### config.mk
export PLATFORM = sky130hd
export DESIGN_NAME = cond_move_pipe
export DESIGN_NICKNAME = d
export VERILOG_FILES = /design/src/rtl/cond_move_pipe.sv
export SDC_FILE = /design/constraint.sdc
export NUM_CORES = 1
export LEC_CHECK = 0
export CORE_UTILIZATION = 35
export DETAILED_ROUTE_END_ITERATION = 6
export GPL_TIMING_DRIVEN = 0
export PLACE_DENSITY_LB_ADDON = 0.08
export SLEW_MARGIN = 20
export SYNTH_ARGS = -nofsm -noshare
export SYNTH_HDL_FRONTEND = slang
export SYNTH_SLANG_ARGS = --single-unit
### constraint.sdc
create_clock -name clk -period 1.8 [get_ports clk]
set_input_delay 0.18 -clock clk [delete_from_list [all_inputs] [get_ports clk]]
set_output_delay 0.18 -clock clk [all_outputs]
set_load 0.05 [all_outputs]
### src/rtl/cond_move_pipe.sv
// Pipelined MIPS conditional-move gate (PASS/MOVZ/MOVN/KILL) with stall, flush and STAGES register stages.
// Optional suppressed-write counter enabled by defining COND_MOVE_STAT_EN.
module cond_move_pipe #(
  parameter int WIDTH  = 32,
  parameter int ADDR_W = 5,
  parameter int STAGES = 1,
  parameter int CNT_W  = 16
) (
  input  logic              clk,
  input  logic              reset,
  input  logic              in_valid,
  input  logic [WIDTH-1:0]  in_data,
  input  logic [WIDTH-1:0]  in_cmp,
  input  logic [1:0]        in_mode,
  input  logic [ADDR_W-1:0] in_addr,
  input  logic              stall,
  input  logic              flush,
`ifdef COND_MOVE_STAT_EN
  input  logic              stat_clr,
  output logic [CNT_W-1:0]  suppress_cnt,
`endif
  output logic              out_valid,
  output logic              out_cond,
  output logic              out_we,
  output logic [WIDTH-1:0]  out_data,
  output logic [ADDR_W-1:0] out_addr
);

  typedef enum logic [1:0] {
    MODE_PASS = 2'b00,
    MODE_MOVZ = 2'b01,
    MODE_MOVN = 2'b10,
    MODE_KILL = 2'b11
  } mode_e;

  typedef struct packed {
    logic              valid;
    logic              cond;
    logic [WIDTH-1:0]  data;
    logic [ADDR_W-1:0] addr;
  } stage_t;

  generate
    if (STAGES < 1 || STAGES > 4) begin : g_bad_stages
      $error("cond_move_pipe: STAGES must be in 1..4");
    end
    if (CNT_W < 1) begin : g_bad_cnt_w
      $error("cond_move_pipe: CNT_W must be at least 1");
    end
  endgenerate

  logic   cond;
  stage_t s1_in;
  stage_t stage_q [STAGES];
  stage_t stage_d [STAGES];

  always_comb begin
    cond = 1'b0;
    unique case (mode_e'(in_mode))
      MODE_PASS: cond = 1'b1;
      MODE_MOVZ: cond = (in_cmp == '0);
      MODE_MOVN: cond = (in_cmp != '0);
      MODE_KILL: cond = 1'b0;
      default:   cond = 1'b0;
    endcase
  end

  // Gating happens at stage-1 capture; an invalid input becomes an all-zero bubble.
  always_comb begin
    s1_in = '0;
    if (in_valid) begin
      s1_in.valid = 1'b1;
      s1_in.cond  = cond;
      s1_in.data  = cond ? in_data : '0;
      s1_in.addr  = cond ? in_addr : '0;
    end
  end

  always_comb begin
    // NOTE: every stage_d gets a default (hold) before any branch, so no path infers a latch.
    for (int i = 0; i < STAGES; i++) begin
      stage_d[i] = stage_q[i];
    end
    if (flush) begin
      for (int i = 0; i < STAGES; i++) begin
        stage_d[i] = '0;
      end
    end else if (!stall) begin
      stage_d[0] = s1_in;
      for (int i = 1; i < STAGES; i++) begin
        stage_d[i] = stage_q[i-1];
      end
    end
  end

  always_ff @(posedge clk) begin
    // NOTE: data/addr are reset along with valid/cond so every output reads 0 after reset, not stale data.
    if (!reset) begin
      for (int i = 0; i < STAGES; i++) begin
        stage_q[i] <= '0;
      end
    end else begin
      for (int i = 0; i < STAGES; i++) begin
        stage_q[i] <= stage_d[i];
      end
    end
  end

  assign out_valid = stage_q[STAGES-1].valid;
  assign out_cond  = stage_q[STAGES-1].cond;
  assign out_data  = stage_q[STAGES-1].data;
  assign out_addr  = stage_q[STAGES-1].addr;
  assign out_we    = out_valid & out_cond & (out_addr != '0);

`ifdef COND_MOVE_STAT_EN
  logic [CNT_W-1:0] cnt_q;
  logic [CNT_W-1:0] cnt_d;
  logic             suppress_hit;

  assign suppress_hit = in_valid & ~stall & ~flush & ~cond;

  // Saturating count of valid captures whose write was suppressed; clear beats increment.
  always_comb begin
    cnt_d = cnt_q;
    if (stat_clr) begin
      cnt_d = '0;
    end else if (suppress_hit && (cnt_q != '1)) begin
      cnt_d = cnt_q + 1'b1;
    end
  end

  always_ff @(posedge clk) begin
    if (!reset) begin
      cnt_q <= '0;
    end else begin
      cnt_q <= cnt_d;
    end
  end

  assign suppress_cnt = cnt_q;
`endif

endmodule
== Word level (Yosys, flattened, before mapping) ==
Memory sizes are Yosys's and may differ from the RTL's.
Cells that the tools add are included.

* Eq/ne operators: 3
* Mux-type cells: 10
* Bitwise operators: 2
* Reductions and logical operators: 5

{| class="wikitable"
|+ Operators by type and width
! kind !! number
|-
| 39-bit 2-to-1 mux || 4
|-
| 39-bit OR reduction || 1
|-
| 32-bit logical NOT || 1
|-
| 32-bit 2-to-1 mux || 1
|-
| 32-bit nonzero test || 1
|-
| 5-bit 2-to-1 mux || 1
|-
| 5-bit nonzero test || 1
|-
| 2-bit == test (second input constant) || 2
|-
| 1-bit case mux with 4 select lines || 1
|-
| 1-bit 2-to-1 mux || 3
|-
| 1-bit bitwise AND || 2
|-
| 2-bit by 1-bit == test with 1-bit output (second input constant) || 1
|-
| 2-bit logical NOT || 1
|}

* Bits in registers: 0
* Bits in writable memories: 39
* Word-level logic and storage cells: 21
* Memories: 1

{| class="wikitable"
|+ Memories
! name !! words !! bits a word !! rd ports !! clocked after memory_dff !! wr ports !! line !! text
|-
| stage_q || 1 || 39 || 1 || 0 || 1 || 54 || <nowiki>stage_t stage_q [STAGES];</nowiki>
|}

== Logic depth before layout (Yosys ltp) ==
Gate-level depths: netlist (run 1).

* Depth in word-level cells: 7
* Depth in mapped cells: 6

== Worst setup path before layout (run 1) ==
No wires, ideal clock.

* Path type: input -> register
* Start: input in_cmp[18]
* End: memory stage_q[0][15] (netlist name)
* Arrival time: 1.420 ns
* Data required time: 1.678 ns
* Path slack: 0.259 ns
* Stages on the path: 6
* Buffers on the path: 2
* Cells stage by stage: nor4_1 -> nand4_1 -> or2_1 -> buf_2 -> buf_6 -> a221o_1

* Cells in the longest elaborated chain, start to end: 7
* Elaborated cells between the ends (all ways): 8

{| class="wikitable"
|+ Ends and longest elaborated chain
! element !! line !! text
|-
| start: declaration || 13 || <nowiki>input logic [WIDTH-1:0] in_cmp,</nowiki>
|-
| 32-bit nonzero test / 32-bit logical NOT (equally long branches) || 62, 61 ||
|-
| 1-bit case mux with 4 select lines * || 59 || <nowiki>unique case (mode_e'(in_mode))</nowiki>
|-
| 32-bit 2-to-1 mux * || 74 || <nowiki>s1_in.data = cond ? in_data : '0;</nowiki>
|-
| 39-bit 2-to-1 mux * || 71 || <nowiki>if (in_valid) begin</nowiki>
|-
| 39-bit 2-to-1 mux * || 88 || <nowiki>end else if (!stall) begin</nowiki>
|-
| 39-bit 2-to-1 mux * || 84 || <nowiki>if (flush) begin</nowiki>
|-
| 39-bit 2-to-1 mux (no source line) * || n/a ||
|-
| end: declaration || 54 ||
|}

Every way passes the cells marked *; elsewhere a longest branch is shown, timed or not.

== Final worst setup path (run 1) ==
* Start: input in_cmp[27]
* End: memory stage_q[0][9] (netlist name)

The elaborated chain is that of the path after synthesis.

==> results of run 1 <==
-- worst paths after layout --
path | start | end | slack (ps) | cells past startpoint
hold reg to reg | stage_q[0][35] | stage_q[0][35] | 490 | 1
hold / removal | stage_q[0][35] | stage_q[0][35] | 490 | 1
setup / recovery | in_cmp[27] | stage_q[0][9] | 70 | 7
setup reg to reg | stage_q[0][37] | stage_q[0][37] | 1010 | 1
-- critical path, cell delays in order --
cell and delay (ps):
clkdlybuf4s50_1 420, nor4_2 170, nand4_1 220, or2_1 320
buf_6 160, clkbuf_16 150, a221o_1 300
-- synth_stat cells --
| master | count | area, um2 |
|---|---|---|
| nand4_1 | 2 | 12.51 |
| nand3b_1 | 37 | 277.8 |
| nor4bb_1 | 1 | 10.01 |
| a221o_1 | 38 | 380.4 |
| nand4bb_1 | 1 | 11.26 |
| nor3_1 | 37 | 185.2 |
| or2_1 | 1 | 6.260 |
| dfxtp_1 | 39 | 780.8 |
| o311a_1 | 1 | 10.01 |
| nor2_1 | 1 | 3.750 |
| mux2i_1 | 1 | 10.01 |
| and3b_1 | 1 | 8.760 |
| clkbuf_1 | 25 | 93.84 |
| nor4_1 | 9 | 56.30 |
| buf_1 | 2 | 7.510 |
| buf_2 | 3 | 15.01 |
| or3_1 | 1 | 6.260 |
| nor3b_1 | 38 | 285.3 |
| buf_6 | 2 | 22.52 |
-- what timing repair did --
| item | in CTS | in global routing |
|---|---|---|
| endpoints found under the setup margin | 31 | 39 |
| gates resized for setup | 14 | 46 |
| pin swaps | 5 | 14 |
| cloned | 1 | 1 |
| setup buffers | 3 | 0 |
-- per-layer routing --
metal,wire (um),track usage,up-vias
li1,-,-,1205
met1,3606,0.3243,1198
met2,3575,0.3630,83
met3,377,0.03596,15
met4,178,0.08571,0
met5,0,0,-
-- report_power, final --
group / switching [mW] / internal, mW / leakage [nW]
registers: 0.00723 / 0.873 / 0.315
clock network: 0.333 / 0.449 / 0.0612
logic: 0.151 / 0.202 / 0.982
-- area by class of cell --
cell class	count	area (um2)	area share
Buffer	31	168.9	0.04570
Clock buffer	6	82.58	0.02234
Clock inverter	2	35.03	0.009479
Multi-Input combinational cell	169	1308	0.3538
Sequential cell	39	780.7	0.2112
Tap cell	75	93.84	0.02539
Timing Repair Buffer	118	1227	0.3321
-- metrics by stage --
step                setup TNS (ps)  hold slack (ps)  worst slack, ps  total power, mW
detailed placement          -13860            470.7           -426.2            1.246
finish                           0            491.7            66.33            2.015
CTS                         -23.20            495.1           -23.20            2.019
global route                 -1076            508.9           -52.88            2.083
global placement            -13320            469.4           -417.8            1.244
floorplan                        0            256.1            258.6            1.026
-- logic make-up (layout without fill, tap and decap cells) --
family,Yosys count,in the layout,share of synthesized area
muxes,1,1,0.004585
and+or+nand+nor,129,129,0.3954
buffers and inverters,32,157,0.06361
AOI/OAI and AO/OA,39,39,0.1788
DFF,39,39,0.3576
==> results by group, run 1 <==
Timing
  – Fin. Hold Viols: 0
  – Final slew viol count: 0
  – Worst clock skew: 0 ps
  – Worst slew pin tran: ~540 ps
  – Slew HR: 0.6389
  – Fin crit period: 1734 ps
  – Fmax: around 0.58 GHz
  – Setup violators final: 0
  – Tcrit/Tclk final: 0.9631

Clock tree
  – CTS Buf Count: 5
  – Clk sinks: 39
  – Cts hold-fix bufs: 0
  – CTS Root Buffer Type: clkbuf_8
  – Worst-skew pair later-pin latency: 300 ps
  – CTS tree: done
  – Clock transition at path regs: around 90 ps
  – CTS H-tree lvls: 2
  – CTS Buffer Depth: 2

Finish
  – Layout Nets: 440
  – Final Util: 0.6206
  – Largest registers: stage_q: 39 flops
  – Register with the most flip-flops: stage_q
  – Most frequent cells in the layout: clkdlybuf4s50_1 (91), dfxtp_1 (39), nor3b_1 (38), a221o_1 (38)
  – Ratio of cells with drive above 1 in the final layout: 0.1041
  – Final instance area: roughly 3700 um2
  – Largest register FFs: 39
  – Filler instances: about 550
  – Non-Filler Instances: 440
  – Area Overhead vs Synth: 69.28%
  – Most common cell after layout, fill and taps aside: clkdlybuf4s50_1
  – Diodes inserted: 0

Detailed routing
  – Via count: ~2.5k
  – Via density: 5.684
  – First-pass DRT Iterations: 4
  – DRC violations left: 0
  – Final wirelength: between 7000 and 8000 um
  – Initial DRC Count: 138
  – Final ANT Viol Nets: 0
  – Routed len/inst: approximately 18 um

Setup path
  – Critical Path RT: just under 2000 ps
  – Startpoint types: input port
  – Setup crit end kind: register
  – Crit path DAT: 1920 ps
  – CP max FO: 6
  – Critical path type: input port to register

Logic synthesis
  – Area of the mapped netlist: around 2200 um2
  – Post-Synthesis Cells: 240
  – Netlist cell types: 19
  – Avg Cell Area, Syn: about 9.1 um2
  – Sequential fraction of the synthesis area: 0.3576
  – Synth warnings: 0
  – Register bit total from synthesis: 39
  – Post-synthesis net count: about 320

Placed design
  – Dpl cell area: between 3000 and 4000 um2
  – Number of port buffers: about 110
  – Final HPWL DP: between 5000 and 6000 um
  – Placed cells: roughly 430
  – Final Wtd Congestion: ~0.78

Global route
  – First-pass GRT wire length: approximately 12000 um
  – Global Route Usage Sum: 0.2338
  – Vias in the first global route: around 2.5k
  – GRT Residual Overflow: 0
  – Largest net degree at the start of global routing: 13
  – Initial antenna violation count: 0

Die
  – Core area: between 5000 and 6000 um2
  – Starting utilization of the core area: 0.3666
  – Die Height: 80.98 um
  – Ports: roughly 120
  – Num rows: 28
  – Die area: roughly 6600 um2
  – Die Wd: slightly above 80 um

Power
  – VDD IR max: about 0.38 mV
  – Pwr/cell area: 545.1 nW/um2
  – Leak: 1.358 nW

Hold path
  – Min-Delay Path Class: register to register

Run
  – Max-cap violation count: 0

Outcome
  – Status: completed
Note: power is estimated with default switching activity, not from simulation.
==> inputs of run 2 (changes only) <==
- ABC_AREA: unset -> 1
- CORE_UTILIZATION: 35 -> 34
- CTS_CLUSTER_DIAMETER: unset -> 120
==> run 2 against run 1 <==
The run now ends with design-rule violations left. Critical path type is now register to output pin. Area after synthesis decreased by 25%. Synthesized cell count is 10% lower. Global-route usage shrank 3.1 points. Highest routed layer unchanged. Via count down 22%. Largest cell class unchanged.
==> results by group, run 2 <==
Logic synthesis
  – Post-synthesis net count: 291 (-7.9%)
  – Top cells by area, synth: dfxtp_1 (48%), nand4_1 (14%), a21oi_1 (12%), nand2_1 (12%), nor2_1 (5.3%)
  – Register bit total from synthesis: 39 (unchanged)
  – Avg Cell Area, Syn: 7.577 um2 (-17%)
  – Post-Synthesis Cells: 215 (-10%)
  – Share of the synthesized area in the top cell type: 0.4793 (+0.1217)
  – Synth top cells by count: nand2_1 (50), a21oi_1 (39), dfxtp_1 (39)
  – Largest area contributor in the netlist: dfxtp_1
  – Sequential fraction of the synthesis area: 0.4793 (+0.1217)
  – Netlist cell types: 15 (-4)
  – Synth warnings: 0 (unchanged)
  – Asr flop ratio synth: 0 (unchanged)
  – Area of the mapped netlist: 1629 um2 (-25%)
  – Main synth FF type: dfxtp_1
  – Count leader, synth: nand2_1
  – Post-synth EDFFs: 0 (unchanged)

Power
  – VDD IR max: 0.4269 mV (+14%)
  – Pwr/cell area: 595.5 nW/um2 (+9.2%)
  – Leak: 0.9841 nW (-28%)
  – Power Total: 1.734 mW (-14%)

Finish
  – Area Overhead vs Synth: 78.80%
  – Diodes inserted: 0 (unchanged)
  – Register with the most flip-flops: stage_q
  – Ratio of cells with drive above 1 in the final layout: 0.04762 (-0.05649)
  – Most frequent cells in the layout: clkdlybuf4s50_1 (114), nand2_1 (50), a21oi_1 (39), dfxtp_1 (39), nand4_1 (37)
  – Final instance area: 2913 um2 (-21%)
  – Layout Nets: 413 (-6.1%)
  – Largest registers: stage_q: 39 flops
  – Most common cell after layout, fill and taps aside: clkdlybuf4s50_1
  – Largest register FFs: 39 (unchanged)
  – Non-Filler Instances: 388 (-12%)

Global route
  – Top Usage Layer GRT: met2
  – M1 GR Usage: 0.2588 (-0.06544)
  – Global Route Usage Sum: 0.2029 (-0.03087)
  – Met2 GRT Util: 0.3492 (-0.01382)
  – GRT Residual Overflow: 0 (unchanged)
  – Vias in the first global route: 1859 (-24%)
  – Largest net degree at the start of global routing: 11 (-2)
  – Routing usage on met3: 0.05063 (+0.01468)
  – Initial antenna violation count: 0 (unchanged)
  – First-pass GRT wire length: 8335 um (-30%)

Setup path
  – Crit Reg-Reg Startpoint: stage_q[0][1]
  – Worst Setup EP: out_we
  – Worst reg2reg path depth: 2 (+1)
  – CP max stage delay: 370 ps (-50 ps)
  – Critical Path RT: 1620 ps (-360 ps)
  – Slowest CP cell: or3_1
  – Crit-path cells: or3_1 -> o311ai_1 -> inv_1 -> buf_2
  – Setup crit end kind: output pin
  – RR Endpoint: stage_q[0][1]
  – Startpoint types: register
  – Critical path type: register to output pin
  – CP max FO: 3 (-3)
  – Crit path launch: stage_q[0][2]
  – R2r setup slk: 1140 ps (+130 ps)
  – Crit path DAT: 1480 ps (-440 ps)

Clock tree
  – CTS Buf Count: 5 (unchanged)
  – Clock transition at path regs: 70 ps (-20 ps)
  – Worst-skew pair later-pin latency: 280 ps (-20 ps)
  – CTS H-tree lvls: 2 (unchanged)
  – Setup Fix Bufs, Post-CTS: 0 (-3)
  – CTS Root Buffer Type: clkbuf_8
  – CTS Buffer Depth: 2 (unchanged)
  – Clk sinks: 39 (unchanged)
  – Cts hold-fix bufs: 0 (unchanged)
  – CTS tree: done

Run
  – Max-cap violation count: 0 (unchanged)

Die
  – Core area: 4474 um2 (-25%)
  – Die area: 5072 um2 (-23%)
  – Num rows: 24 (-14%)
  – Ports: 116 (unchanged)
  – Starting utilization of the core area: 0.3641 (-0.002503)
  – Die Wd: 71.22 um (-12%)
  – Die Height: 71.22 um (-12%)

Timing
  – Worst slew pin tran: 539.3 ps (-0.6409 ps)
  – Fin. Hold Viols: 0 (unchanged)
  – Setup TNS: 0 ps (unchanged)
  – Fin crit period: 1656 ps (-77.72 ps)
  – Unrepaired setup endpoints after global routing: false
  – Setup violators final: 0 (unchanged)
  – Tcrit/Tclk final: 0.9200 (-0.04318)
  – Final slew viol count: 0 (unchanged)
  – Slew HR: 0.6394 (about the same)
  – Fmax: 0.6039 GHz (+4.7%)
  – Worst clock skew: 0 ps (unchanged)

Outcome
  – Failing checks: design-rule violations
  – Status: finished with violations

Placed design
  – Number of port buffers: 115 (+1.8%)
  – Final HPWL DP: 3787 um (-26%)
  – Final Wtd Congestion: 0.7018 (-10%)
  – Placed cells: 382 (-11%)
  – Dpl cell area: 2845 um2 (-17%)

Detailed routing
  – Via count: 1955 (-22%)
  – Final wirelength: 5067 um (-35%)
  – First-pass DRT Iterations: 7 (+3)
  – Routed len/inst: 13.06 um (-26%)
  – Initial DRC Count: 146 (+5.8%)
  – DRC violations left: 5 (+5)
  – Final ANT Viol Nets: 0 (unchanged)
  – Via density: 5.039 (-11%)

Hold path
  – Min-Delay Path Class: register to register
==> run 2: cell count changes in the layout (fill, tap and decap cells not counted), sizes merged, moves of 37 or more <==
cell    before  now
nand2        0   50
a21oi        0   39
a221o       38    0
nor3b       38    0
nand3b      37    0
nor3        37    0
==> run 2: layout make-up <==
type	count	area, um2
fillers	409	1562
repair buffers	115	1146
flip-flops and latches	39	780.7
multi-input cells	153	729.5
plain buffers	20	107.6
clock buffers	6	72.57
well taps	52	65.06
inverters	3	11.26
==> run 2: kinds of logic after synthesis <==
| family | Yosys count | share of synthesized area |
|---|---|---|
| compound gates | 41 | 0.1306 |
| buf+inv | 23 | 0.07296 |
| flops | 39 | 0.4793 |
| simple gates | 112 | 0.3172 |
==> run 2: how the worst min path moves through the flow <==
stage	start	endpoint	slack, ps	cells after the start
global route	in_data[18]	stage_q[0][23]	480	3
detailed placement	stage_q[0][24]	stage_q[0][24]	450	2
finish	stage_q[0][24]	stage_q[0][24]	460	2
global placement	stage_q[0][24]	stage_q[0][24]	440	2
CTS	stage_q[0][24]	stage_q[0][24]	460	2
floorplan	in_data[20]	stage_q[0][25]	350	2
==> run 2: per-stage QoR <==
stage                     hold slack, ps    util  setup WS [ps]
after global placement             442.6  0.6359         -103.4
after global routing               481.5  0.6510          22.74
after detailed placement           449.7  0.6359         -115.3
after floorplan                    350.0       -          210.2
after CTS                          459.1  0.6510          79.31
final                              457.9  0.6510          144.1
==> run 2: layer usage <==
layer / share of wire / routed length (um)
met4: 0.0063 / 32
met2: 0.47 / 2358
met1: 0.45 / 2266
met5: 0 / 0
met3: 0.081 / 409
==> run 2: critical path: cells and delay by family, from the launching register on <==
kind	cells	cell delay [ps]
flops	1	320
simple gates	1	370
compound gates	1	240
buf+inv	2	270
==> run 2: what timing repair did <==
item,CTS,global route
endpoints found under the setup margin,1,1
gates resized for setup,5,1
gates cloned,0,0
==> run 2: where the power goes <==
part	internal [mW]	switching (mW)	total, mW	leakage [nW]
combinational	0.193	0.139	0.332	0.632
clock	0.258	0.265	0.523	0.0371
sequential	0.874	0.00626	0.880	0.315
total	1.32	0.410	1.73	0.984
==> inputs of run 3 (changes only) <==
- MAX_ROUTING_LAYER: unset -> met4
==> run 3 against run 2 <==
The run still ends with design-rule violations left. Cell area unchanged. Setup slack improved by 4.4 ps. Non-clock buffer count is the same. Sequential share of layout area did not move. Clock skew did not move. Maximum frequency grew 0.27%. Power barely moved. Core utilization stayed put. Count of clock-buffer cells in the layout stayed put. Clock power barely moved. Critical endpoint is now out_addr[0].
==> results by group, run 3 (same netlist as run 2, synthesis figures left out) <==
Outcome
  – Status: finished with violations
  – Failing checks: design-rule violations

Power
  – VDD IR max: 0.4269 mV (about the same)
  – Clock power share: 0.301 (about the same)
  – Pwr/cell area: 595.5 nW/um2 (about the same)
  – Sw power: 409.9 uW (about the same)
  – Reg power frac: 0.507 (about the same)
  – Power share of the combinational group: 0.191 (about the same)
  – Leak: 0.9841 nW (unchanged)
  – Power Total: 1.735 mW (about the same)
  – Sw frac: 0.2363 (about the same)
  – Internal power: 1.325 mW (about the same)

Finish
  – Layout Nets: 413 (unchanged)
  – Largest register FFs: 39 (unchanged)
  – Largest registers: stage_q: 39 flops
  – Diodes inserted: 0 (unchanged)
  – Filler instances: 409 (unchanged)
  – Register with the most flip-flops: stage_q
  – Area Overhead vs Synth: 78.80% (unchanged)
  – Ratio of cells with drive above 1 in the final layout: 0.04762 (unchanged)
  – Final Util: 0.6510 (unchanged)
  – Most frequent cells in the layout: clkdlybuf4s50_1 (114), nand2_1 (50), a21oi_1 (39), dfxtp_1 (39), nand4_1 (37)
  – Most common cell after layout, fill and taps aside: clkdlybuf4s50_1

Detailed routing
  – DRC violations left: 5 (unchanged)
  – Final wirelength: 5065 um (about the same)
  – Via density: 5.023 (-0.31%)
  – Via count: 1949 (-0.31%)
  – Final ANT Viol Nets: 0 (unchanged)
  – Routed len/inst: 13.05 um (about the same)
  – Initial DRC Count: 143 (-2.1%)
  – First-pass DRT Iterations: 7 (unchanged)

Timing
  – Fin. Hold Viols: 0 (unchanged)
  – Fin crit period: 1652 ps (-4.431 ps)
  – Slew HR: 0.6397 (about the same)
  – Worst clock skew: 0 ps (unchanged)
  – Fmax: 0.6055 GHz (+0.27%)
  – Worst slew pin tran: 538.7 ps (-0.5440 ps)
  – Tcrit/Tclk final: 0.9175 (-0.002462)
  – Unrepaired setup endpoints after global routing: false
  – Final slew viol count: 0 (unchanged)
  – Setup violators final: 0 (unchanged)

Clock tree
  – Setup Fix Bufs, Post-CTS: 0 (unchanged)
  – Clk sinks: 39 (unchanged)
  – Clock transition at path regs: 70 ps (about the same)
  – CTS H-tree lvls: 2 (unchanged)
  – CTS Buffer Depth: 2 (unchanged)
  – Worst-skew pair later-pin latency: 280 ps (about the same)
  – CTS tree: done
  – Cts hold-fix bufs: 0 (unchanged)
  – Resized cells post-CTS: 5 (unchanged)
  – CTS Root Buffer Type: clkbuf_8
  – CTS Buf Count: 5 (unchanged)

Setup path
  – Crit-path cells: clkdlybuf4s50_1
  – Startpoint types: register
  – Setup crit end kind: output pin
  – Critical Path RT: 1620 ps (about the same)
  – CP max stage delay: 820 ps (+450 ps)
  – Crit path DAT: 1470 ps (about the same)
  – Worst reg2reg path depth: 2 (unchanged)
  – CP max FO: 3 (unchanged)
  – Critical path depth: 1 (-3)
  – Crit-path leading delay family: buffers and inverters
  – Buf/Inv on CP: 1 (-1)
  – Slowest CP cell: clkdlybuf4s50_1
  – Critical path type: register to output pin

Die
  – Die Wd: 71.22 um (unchanged)
  – Die Height: 71.22 um (unchanged)
  – Core area: 4474 um2 (unchanged)
  – Num rows: 24 (unchanged)
  – Starting utilization of the core area: 0.3641 (unchanged)
  – Ports: 116 (unchanged)
  – Die area: 5072 um2 (unchanged)

Global route
  – Global Route Usage Sum: 0.2091 (+0.006203)
  – Largest net degree at the start of global routing: 11 (unchanged)
  – Routing usage on met3: 0.04782 (-0.002813)
  – Met2 GRT Util: 0.3492 (unchanged)
  – Initial antenna violation count: 0 (unchanged)
  – First-pass GRT wire length: 8335 um (unchanged)
  – Vias in the first global route: 1863 (+0.22%)
  – GRT Residual Overflow: 0 (unchanged)
  – M1 GR Usage: 0.2606 (+0.001767)
  – Top Usage Layer GRT: met2

Placed design
  – Final Wtd Congestion: 0.7095 (+1.1%)
  – Number of port buffers: 115 (unchanged)
  – Final HPWL DP: 3787 um (unchanged)

Hold path
  – Min-Delay Path Class: register to register
  – Hold path cells: 2 (unchanged)

Run
  – Max-cap violation count: 0 (unchanged)
-- run 3: cell counts in the layout (fill, tap and decap cells not counted) --
Identical to the previous run, type by type.
-- run 3: final cells by class --
| class | count | area, um2 | area share |
|---|---|---|---|
| Timing Repair Buffer | 115 | 1146 | 0.3935 |
| Buffer | 20 | 107.6 | 0.03694 |
| Sequential cell | 39 | 780.7 | 0.2680 |
| Clock buffer | 6 | 72.57 | 0.02491 |
| Multi-Input combinational cell | 153 | 729.5 | 0.2504 |
| Inverter | 3 | 11.26 | 0.003866 |
| Tap cell | 52 | 65.06 | 0.02234 |
-- run 3: power by group through the flow --
| stage | sequential (mW) | combinational (mW) | clock (mW) |
|---|---|---|---|
| floorplan | 0.938 | 0.0843 | 0 |
| global placement | 0.899 | 0.330 | 0 |
| detailed placement | 0.899 | 0.331 | 0 |
| CTS | 0.880 | 0.333 | 0.536 |
| global route | 0.881 | 0.357 | 0.573 |
| finish | 0.880 | 0.332 | 0.523 |
-- run 3: worst paths after layout --
| path | startpoint | endpoint | slack, ps |
|---|---|---|---|
| setup / recovery | stage_q[0][0] | out_addr[0] | 150 |
| hold / removal | stage_q[0][24] | stage_q[0][24] | 460 |
| setup reg to reg | stage_q[0][1] | stage_q[0][1] | 1150 |
| hold reg to reg | stage_q[0][24] | stage_q[0][24] | 460 |
-- run 3: tightest hold or removal path, stage by stage (launching register included) --
cell and delay, ps:
dfxtp_1 310, nand2_1 50, a21oi_1 50
-- run 3: layer usage --
metal	part of all wire	routed length, um
met3	0.081	408
met2	0.47	2363
met4	0.0063	32
met5	0	0
met1	0.45	2260
-- run 3: through the flow --
stage	cells	hold slack, ps	worst slack, ps	area [um2]	setup TNS [ps]
6_report	388	457.9	148.5	2913	0
5_1_grt	388	481.5	22.74	2913	0
4_1_cts	388	459.1	79.31	2913	0
3_5_place_dp	382	449.7	-115.3	2845	-749.6
3_3_place_gp	382	442.6	-103.4	2845	-209.6
2_1_floorplan	215	350.0	210.2	1629	0
